===== src/rtl/rx_bridge.sv =====
// Receive bridge: splits PCIe Rx TLPs arriving on a 64-bit AXI4-Stream into a header stream
// and a DW-realigned payload stream. It drops prefixed TLPs and flags length mismatches.
module rx_bridge #(
    parameter int unsigned FIFO_WDTH = 64,
    parameter int unsigned DATA_WDTH = 8
) (
    input  logic                 clk,
    input  logic                 reset,
    input  logic                 AXI_in_valid,
    output logic                 AXI_in_ready,
    input  logic [FIFO_WDTH-1:0] AXI_in_data,
    input  logic [DATA_WDTH-1:0] AXI_in_keep,
    input  logic                 AXI_in_last,
    output logic                 header_valid,
    input  logic                 header_ready,
    output logic [FIFO_WDTH-1:0] header_data,
    output logic [DATA_WDTH-1:0] header_keep,
    output logic                 header_last,
    output logic                 data_valid,
    input  logic                 data_ready,
    output logic [FIFO_WDTH-1:0] data_data,
    output logic [DATA_WDTH-1:0] data_keep,
    output logic                 data_last,
    output logic                 rx_error
);

    localparam logic [DATA_WDTH-1:0] KeepFull = DATA_WDTH'(8'hFF);
    localparam logic [DATA_WDTH-1:0] KeepLow  = DATA_WDTH'(8'h0F);

    typedef enum logic [2:0] {StIdle, StHdr1, StData, StFlush, StDrop} state_t;

    state_t                 r_state, w_state_nxt;
    logic                   r_hdr_valid, r_hdr_last, r_dat_valid, r_dat_last, r_err;
    logic [FIFO_WDTH-1:0]   r_hdr_data, r_dat_data;
    logic [DATA_WDTH-1:0]   r_hdr_keep, r_dat_keep;
    logic [31:0]            r_hold, w_hold_nxt;
    logic [10:0]            r_rem, w_rem_nxt, r_len, w_len_nxt;
    logic                   r_is4, w_is4_nxt, r_pay, w_pay_nxt, r_drop_after, w_drop_after_nxt;

    logic                   w_ready, w_fire, w_dat_free, w_err_nxt;
    logic                   w_hdr_load, w_hdr_last_nxt, w_dat_load, w_dat_last_nxt;
    logic [FIFO_WDTH-1:0]   w_hdr_data_nxt, w_dat_data_nxt;
    logic [DATA_WDTH-1:0]   w_hdr_keep_nxt, w_dat_keep_nxt;
    logic [10:0]            w_len_in, w_rem_sub;
    logic                   w_unused_keep;

    // Byte enables are not needed: the length field alone governs payload extent.
    assign w_unused_keep = ^AXI_in_keep;

    assign w_fire     = AXI_in_valid & w_ready;
    assign w_dat_free = !r_dat_valid | data_ready;
    assign w_len_in   = (AXI_in_data[9:0] == 10'd0) ? 11'd1024 : {1'b0, AXI_in_data[9:0]};
    assign w_rem_sub  = (r_rem >= 11'd2) ? (r_rem - 11'd2) : 11'd0;

    always_comb begin
        w_ready = 1'b0;
        unique case (r_state)
            StIdle, StHdr1: w_ready = !r_hdr_valid | header_ready;
            StData:         w_ready = w_dat_free;
            StDrop:         w_ready = 1'b1;
            default:        w_ready = 1'b0;
        endcase
        if (reset) begin
            w_ready = 1'b0;
        end
    end

    assign AXI_in_ready = w_ready;

    always_comb begin
        w_state_nxt      = r_state;
        w_hdr_load       = 1'b0;
        w_hdr_data_nxt   = AXI_in_data;
        w_hdr_keep_nxt   = KeepFull;
        w_hdr_last_nxt   = 1'b0;
        w_dat_load       = 1'b0;
        w_dat_data_nxt   = AXI_in_data;
        w_dat_keep_nxt   = KeepFull;
        w_dat_last_nxt   = 1'b0;
        w_err_nxt        = 1'b0;
        w_hold_nxt       = r_hold;
        w_rem_nxt        = r_rem;
        w_len_nxt        = r_len;
        w_is4_nxt        = r_is4;
        w_pay_nxt        = r_pay;
        w_drop_after_nxt = r_drop_after;

        unique case (r_state)
            StIdle: begin
                if (w_fire) begin
                    if (AXI_in_last) begin
                        w_err_nxt = 1'b1;
                    end else if (AXI_in_data[31]) begin
                        w_err_nxt   = 1'b1;
                        w_state_nxt = StDrop;
                    end else begin
                        w_hdr_load  = 1'b1;
                        w_len_nxt   = w_len_in;
                        w_is4_nxt   = AXI_in_data[29];
                        w_pay_nxt   = AXI_in_data[30];
                        w_state_nxt = StHdr1;
                    end
                end
            end
            StHdr1: begin
                if (w_fire) begin
                    w_hdr_load     = 1'b1;
                    w_hdr_last_nxt = 1'b1;
                    if (!r_is4) begin
                        w_hdr_data_nxt = {32'b0, AXI_in_data[31:0]};
                        w_hdr_keep_nxt = KeepLow;
                    end
                    if (!r_pay) begin
                        w_err_nxt   = !AXI_in_last;
                        w_state_nxt = AXI_in_last ? StIdle : StDrop;
                    end else if (r_is4) begin
                        w_rem_nxt   = r_len;
                        w_err_nxt   = AXI_in_last;
                        w_state_nxt = AXI_in_last ? StIdle : StData;
                    end else begin
                        // 3DW: payload DW0 rides in the upper half of the second header beat.
                        w_hold_nxt = AXI_in_data[63:32];
                        w_rem_nxt  = r_len - 11'd1;
                        if (r_len == 11'd1) begin
                            w_drop_after_nxt = !AXI_in_last;
                            w_err_nxt        = !AXI_in_last;
                            w_state_nxt      = StFlush;
                        end else if (AXI_in_last) begin
                            w_drop_after_nxt = 1'b0;
                            w_err_nxt        = 1'b1;
                            w_state_nxt      = StFlush;
                        end else begin
                            w_state_nxt = StData;
                        end
                    end
                end
            end
            StData: begin
                if (w_fire) begin
                    w_dat_load = 1'b1;
                    w_rem_nxt  = w_rem_sub;
                    if (r_is4) begin
                        w_dat_keep_nxt = (r_rem >= 11'd2) ? KeepFull : KeepLow;
                        if (r_rem <= 11'd2) begin
                            w_dat_last_nxt = 1'b1;
                            w_err_nxt      = !AXI_in_last;
                            w_state_nxt    = AXI_in_last ? StIdle : StDrop;
                        end else if (AXI_in_last) begin
                            w_dat_last_nxt = 1'b1;
                            w_err_nxt      = 1'b1;
                            w_state_nxt    = StIdle;
                        end
                    end else begin
                        w_dat_data_nxt = {AXI_in_data[31:0], r_hold};
                        w_hold_nxt     = AXI_in_data[63:32];
                        if (r_rem == 11'd1) begin
                            w_dat_last_nxt = 1'b1;
                            w_err_nxt      = !AXI_in_last;
                            w_state_nxt    = AXI_in_last ? StIdle : StDrop;
                        end else if (r_rem == 11'd2) begin
                            // Upper input DW is the final payload DW; it leaves via FLUSH.
                            w_drop_after_nxt = !AXI_in_last;
                            w_err_nxt        = !AXI_in_last;
                            w_state_nxt      = StFlush;
                        end else if (AXI_in_last) begin
                            w_dat_last_nxt = 1'b1;
                            w_err_nxt      = 1'b1;
                            w_state_nxt    = StIdle;
                        end
                    end
                end
            end
            StFlush: begin
                if (w_dat_free) begin
                    w_dat_load     = 1'b1;
                    w_dat_data_nxt = {32'b0, r_hold};
                    w_dat_keep_nxt = KeepLow;
                    w_dat_last_nxt = 1'b1;
                    w_state_nxt    = r_drop_after ? StDrop : StIdle;
                end
            end
            StDrop: begin
                if (w_fire && AXI_in_last) begin
                    w_state_nxt = StIdle;
                end
            end
            default: w_state_nxt = StIdle;
        endcase
    end

    always_ff @(posedge clk) begin
        if (reset) begin
            r_state      <= StIdle;
            r_hdr_valid  <= 1'b0;
            r_hdr_data   <= '0;
            r_hdr_keep   <= '0;
            r_hdr_last   <= 1'b0;
            r_dat_valid  <= 1'b0;
            r_dat_data   <= '0;
            r_dat_keep   <= '0;
            r_dat_last   <= 1'b0;
            r_err        <= 1'b0;
            r_hold       <= '0;
            r_rem        <= '0;
            r_len        <= '0;
            r_is4        <= 1'b0;
            r_pay        <= 1'b0;
            r_drop_after <= 1'b0;
        end else begin
            r_state      <= w_state_nxt;
            r_err        <= w_err_nxt;
            r_hold       <= w_hold_nxt;
            r_rem        <= w_rem_nxt;
            r_len        <= w_len_nxt;
            r_is4        <= w_is4_nxt;
            r_pay        <= w_pay_nxt;
            r_drop_after <= w_drop_after_nxt;
            if (w_hdr_load) begin
                r_hdr_valid <= 1'b1;
                r_hdr_data  <= w_hdr_data_nxt;
                r_hdr_keep  <= w_hdr_keep_nxt;
                r_hdr_last  <= w_hdr_last_nxt;
            end else if (header_ready) begin
                r_hdr_valid <= 1'b0;
            end
            if (w_dat_load) begin
                r_dat_valid <= 1'b1;
                r_dat_data  <= w_dat_data_nxt;
                r_dat_keep  <= w_dat_keep_nxt;
                r_dat_last  <= w_dat_last_nxt;
            end else if (data_ready) begin
                r_dat_valid <= 1'b0;
            end
        end
    end

    assign header_valid = r_hdr_valid;
    assign header_data  = r_hdr_data;
    assign header_keep  = r_hdr_keep;
    assign header_last  = r_hdr_last;
    assign data_valid   = r_dat_valid;
    assign data_data    = r_dat_data;
    assign data_keep    = r_dat_keep;
    assign data_last    = r_dat_last;
    assign rx_error     = r_err;

endmodule


===== config.mk =====
export PLATFORM = sky130hd
export DESIGN_NAME = rx_bridge
export DESIGN_NICKNAME = d
export VERILOG_FILES = /design/src/rtl/rx_bridge.sv
export SDC_FILE = /design/constraint.sdc
export NUM_CORES = 1
export LEC_CHECK = 0
export CAP_MARGIN = 5
export CORE_MARGIN = 4
export CORE_UTILIZATION = 25
export DETAILED_ROUTE_END_ITERATION = 8
export HOLD_SLACK_MARGIN = 0.06
export PLACE_DENSITY = 0.51
export SETUP_SLACK_MARGIN = 0.3
export SYNTH_ARGS = -nofsm -noshare
export SYNTH_HDL_FRONTEND = slang
export SYNTH_SLANG_ARGS = --single-unit

===== constraint.sdc =====
create_clock -name clk -period 2.5 [get_ports clk]
set_input_delay 0.5 -clock clk [delete_from_list [all_inputs] [get_ports clk]]
set_output_delay 0.5 -clock clk [all_outputs]
set_load 0.01 [all_outputs]

# Word-level counts from Yosys, hierarchy flattened
# Index checks and enable logic that the tools add are counted.
# Widths: inputs -> output; s select.
# word_totals
ff_bits,209
# op_classes
n_addsub,2
n_reduce_logical,14
eq_ne,19
n_lt_le_gt_ge,2
muxes,91
n_bitwise,5
# op_table
operator,count
$mux 64,6
$mux 32,4
$pmux 64 s2,1
$mux 11,6
$pmux 32 s2,1
$mux 8,7
$mux 3,15
$mux 1,40
$eq 11x1->1 const B,2
$ne 2x2->1 const B,11
$pmux 11 s2,1
$pmux 8 s2,1
$pmux 3 s5,1
$eq 11x2->1 const B,1
$ge 11x2->1 const B,1
$le 11x2->1 const B,1
$sub 11x1->11 const B,1
$sub 11x2->11 const B,1
$logic_not 10->1,1
$reduce_and 9->1,1
$pmux 1 s2,4
$reduce_and 4->1,2
$eq 3x2->1 const B,2
$pmux 1 s3,2
other kinds (13),20

# Depth between registers and ports, before layout
# depth
ltp_word,8
mapped_depth,9
mapped_depth_nobuf,9

# Worst setup path after synthesis
# OpenSTA, ideal clock, no wires.
# synth_timing
path_type,register to register
startpoint,register r_len[2]
endpoint,register r_state[0]
stages_incl_launch_ff,8
setup_slack_ns,0.107
t_arrival_ns,2.302
setup_time_ns,0.091
required_ns,2.409
n_path_buf,1
period_less_slack_ns,2.393
path_cell_list,dfxtp_1 or4_1 clkbuf_1 or4_1 ha_1 o32ai_1 a21oi_1 a311oi_1
# synth_via
elab_chain_len,6
# synth_lines
item,line,rtl
start: declaration,37,"logic [10:0] r_rem, w_rem_nxt, r_len, w_len_nxt;"
start signal: assignment,214,r_len <= w_len_nxt;
$eq 11x1->1,124,if (r_len == 11'd1) begin
$mux 1,124,
$mux 2,116,end else if (r_is4) begin
$mux 3,113,if (!r_pay) begin
$mux 3,106,if (w_fire) begin
$pmux 3 s5,88,unique case (r_state)
end signal: assignment,193,r_state <= StIdle;
end signal: assignment,210,r_state <= w_state_nxt;
end: declaration,32,"state_t r_state, w_state_nxt;"
# No other way between the ends. The select of a mux whose other input is x is not followed.
# A chain may end at the register's enable or synchronous reset.

# Worst setup path after layout
# layout_timing
startpoint,input port header_ready
endpoint,output port AXI_in_ready
# layout_via
elab_chain_len,3
# layout_lines
item,line,rtl
start: declaration,15,"input logic header_ready,"
$or 1x1->1,58,"StIdle, StHdr1: w_ready = !r_hdr_valid | header_ready;"
$pmux 1 s3,57,unique case (r_state)
$mux 1,63,if (reset) begin
end: declaration,10,"output logic AXI_in_ready,"
# No other way between the ends.

==> flow_metrics.env <==
export IMPL_status="finished, final reports clean"
export IMPL_postSynthAreaPerCell_um2=8.41
export IMPL_clkSlewWorstSetupHoldPaths_ps=70
export IMPL_start_kind="input port"
export IMPL_place_detailed_hpwl_mm=22.0
export IMPL_dieArea_um2=36900
export IMPL_ant_nets=0
export IMPL_first_global_vias=8113
export IMPL_synth_top_flop_cell="dfxtp_1"
export IMPL_rr_endpoint="rx_error"
export IMPL_worst_ep_required_time_ps=2000
export IMPL_synth_top_area_share_pct=46.6
export IMPL_clk_latency_ps=450
export IMPL_routedWlPerCell_um=19.1
export IMPL_timing_hold_ws_ps=447
export IMPL_hp_start="header_data[60]"
export IMPL_min_to="header_data[60]"
export IMPL_hp_class="flop to flop"
export IMPL_yosysTopAreaCell="dfxtp_1"
export IMPL_die_x_um=192
export IMPL_regToRegSetupSlack_ps=160
export IMPL_leakage_uw=0.00473
export IMPL_grt_overflow=0
export IMPL_first_iter_violations=558
export IMPL_rows=67
export IMPL_path_max_fanout=2
export IMPL_via_count=8251
export IMPL_htreeDepth=4
export IMPL_dr_pass1_iters=7
export IMPL_setup_violations=0
export IMPL_total_power_uw=6590
export IMPL_ys_ff_latch=197
export IMPL_slew_viol_final=0
export IMPL_synth_area_top_cells="dfxtp_1, a221oi_1, nor2_1"
export IMPL_crit_chain="clkdlybuf4s50_1 -> or3b_4 -> a22oi_2 -> nor2_1 -> dlygate4sd2_1"
export IMPL_tns_ps=0
export IMPL_area_growth_pct=46.0
export IMPL_core_area_um2=33400
export IMPL_ys_warn_count=0
export IMPL_min_period_over_period_pct=94.3
export IMPL_end_kind="output port"
export IMPL_cts_sinks=197
export IMPL_r2r_cells=7
export IMPL_rsz0062_at_grt="true"
export IMPL_grt_max_degree=71
export IMPL_initial_core_util_pct=25.3
export IMPL_power_density_nw_per_um2=534
export IMPL_drc=0
export IMPL_yosysSeqAreaShare_pct=46.6
export IMPL_synth_edff_count=0
export IMPL_syn_inst=1007
export IMPL_timing_fmax_ghz=0.424
export IMPL_critPathMaxStageDelay_ps=410
export IMPL_dieHeight_um=192
export IMPL_cts_made_buffers=17
export IMPL_dp_cells=1650
export IMPL_ios=228
export IMPL_post_route_util_pct=36.9
export IMPL_antenna_found_initial=1
export IMPL_synth_nets=1092
export IMPL_hold_viol=0
export IMPL_ys_top_cells_by_count="dfxtp_1, nor2_1, nand2_1"
export IMPL_ir_drop_mv=0.437
export IMPL_slew_headroom_pct=22.7
export IMPL_ys_async_sr_fraction_pct=0
export IMPL_ys_types=61
export IMPL_place_congestion=0.857
export IMPL_wl_mm=32.1
export IMPL_syn_cell_area_um2=8460
export IMPL_reg2reg_from="r_len[5]"
export IMPL_worstMarginPinSlew_ps=1160
export IMPL_holdPathStages=2
export IMPL_crit_arrival_ps=1860
export IMPL_maxCapViolCount=0
export IMPL_root_buffer="clkbuf_16"
export IMPL_n_fill_cell=3389
export IMPL_grt_pass1_wl_mm=49.4
export IMPL_cp_slowest_cell="clkdlybuf4s50_1"
export IMPL_vias_per_cell=4.89
export IMPL_ctsLongestPathBuffers=2
export IMPL_cts_tree="built"
export IMPL_finalNonFillerCells=1686
export IMPL_grt_usage_pct=17.2
export IMPL_num_nets_final=1310
export IMPL_finalClockSkew_ps=12.4
export IMPL_port_buffers=219
export IMPL_post_route_min_period_ps=2360
export IMPL_critPathKind="input port to output port"
export IMPL_post_synth_top_count_cell="dfxtp_1"
export IMPL_drive_above_1_share_pct=12.2
repair_timing:
action	in CTS	in global routing
gates resized for setup	8	16
cloned	1	0
pin swaps	3	3
setup endpoints to repair	56	83
setup buffers	1	2
hold buffers	0	0
flip-flops by register name, indices dropped and copies added, names as in the netlist:
signal        count
r_is4             1
r_state           3
rx_error          1
r_hold           32
header_data      64
r_rem            11
data_valid        1
r_len            11
r_drop_after      1
header_last       1
data_data        64
data_keep         2
header_valid      1
r_pay             1
data_last         1
header_keep       2
cell usage in the layout (no fill, tap or decap), types with 18 or more instances in the layout:
| master | count |
|---|---|
| nand2_1 | 114 |
| a21oi_1 | 52 |
| clkdlybuf4s50_1 | 217 |
| nor2_1 | 129 |
| buf_4 | 60 |
| o21ai_0 | 58 |
| nand3_1 | 37 |
| buf_12 | 18 |
| mux2i_1 | 44 |
| o21ai_1 | 61 |
| a221oi_1 | 59 |
| dfxtp_1 | 194 |
worst max path at each step:
stage	startpoint	to	slack, ps	cells past startpoint
finish	header_ready	AXI_in_ready	140	5
detailed placement	AXI_in_valid	r_hold[10]	-200	7
floorplan	r_len[3]	rx_error	170	8
global route	r_len[5]	rx_error	80	7
global placement	AXI_in_valid	r_hold[17]	-210	7
CTS	header_ready	AXI_in_ready	120	5
stage by stage:
step	setup slack [ps]	instance area [um2]
5_1_grt	82.1	12400
3_3_place_gp	-211	11600
2_1_floorplan	169	8510
3_5_place_dp	-202	11600
4_1_cts	122	12300
6_report	143	12400
routing by layer:
metal | GRT usage [%] | wire length (um)
met1 | 22.4 | 14500
met2 | 27.9 | 15000
met3 | 5.42 | 2180
met4 | 4.39 | 521
met5 | 0 | 0
power by group:
part	switching [uW]	internal (uW)	leakage [uW]	total (uW)
logic	306	261	0.00287	567
clock network	1360	1490	0.000270	2840
registers	19.0	3170	0.00159	3180
total	1680	4910	0.00473	6590
worst max-delay path, delay by kind of cell:
family | cells | cell delay [ps]
and+or+nand+nor | 2 | 450
buffers and inverters | 2 | 720
AOI/OAI and AO/OA | 1 | 190
area by class of cell:
class	count	area [um2]	share of cell area [%]
flip-flops and latches	197	3950	32.0
repair buffers	299	3040	24.6
multi-input cells	698	4180	33.8
inverters	12	45.0	0.365
diodes	1	2.50	0.0203
well taps	448	561	4.54
clock buffers	18	429	3.47
clock inverters	13	148	1.20
cell families (layout without fill, tap and decap cells):
family,Yosys count,in the layout,synth area share (%)
and+or+nand+nor,359,359,19.3
AOI/OAI and AO/OA,279,279,20.9
DFF,197,197,46.6
buffers and inverters,112,342,5.99
muxes,45,45,5.32
adders and majority gates,8,8,1.17
xor gates and xnor gates,7,7,0.724
other,0,1,0
Power figures use the tool's default switching activity.
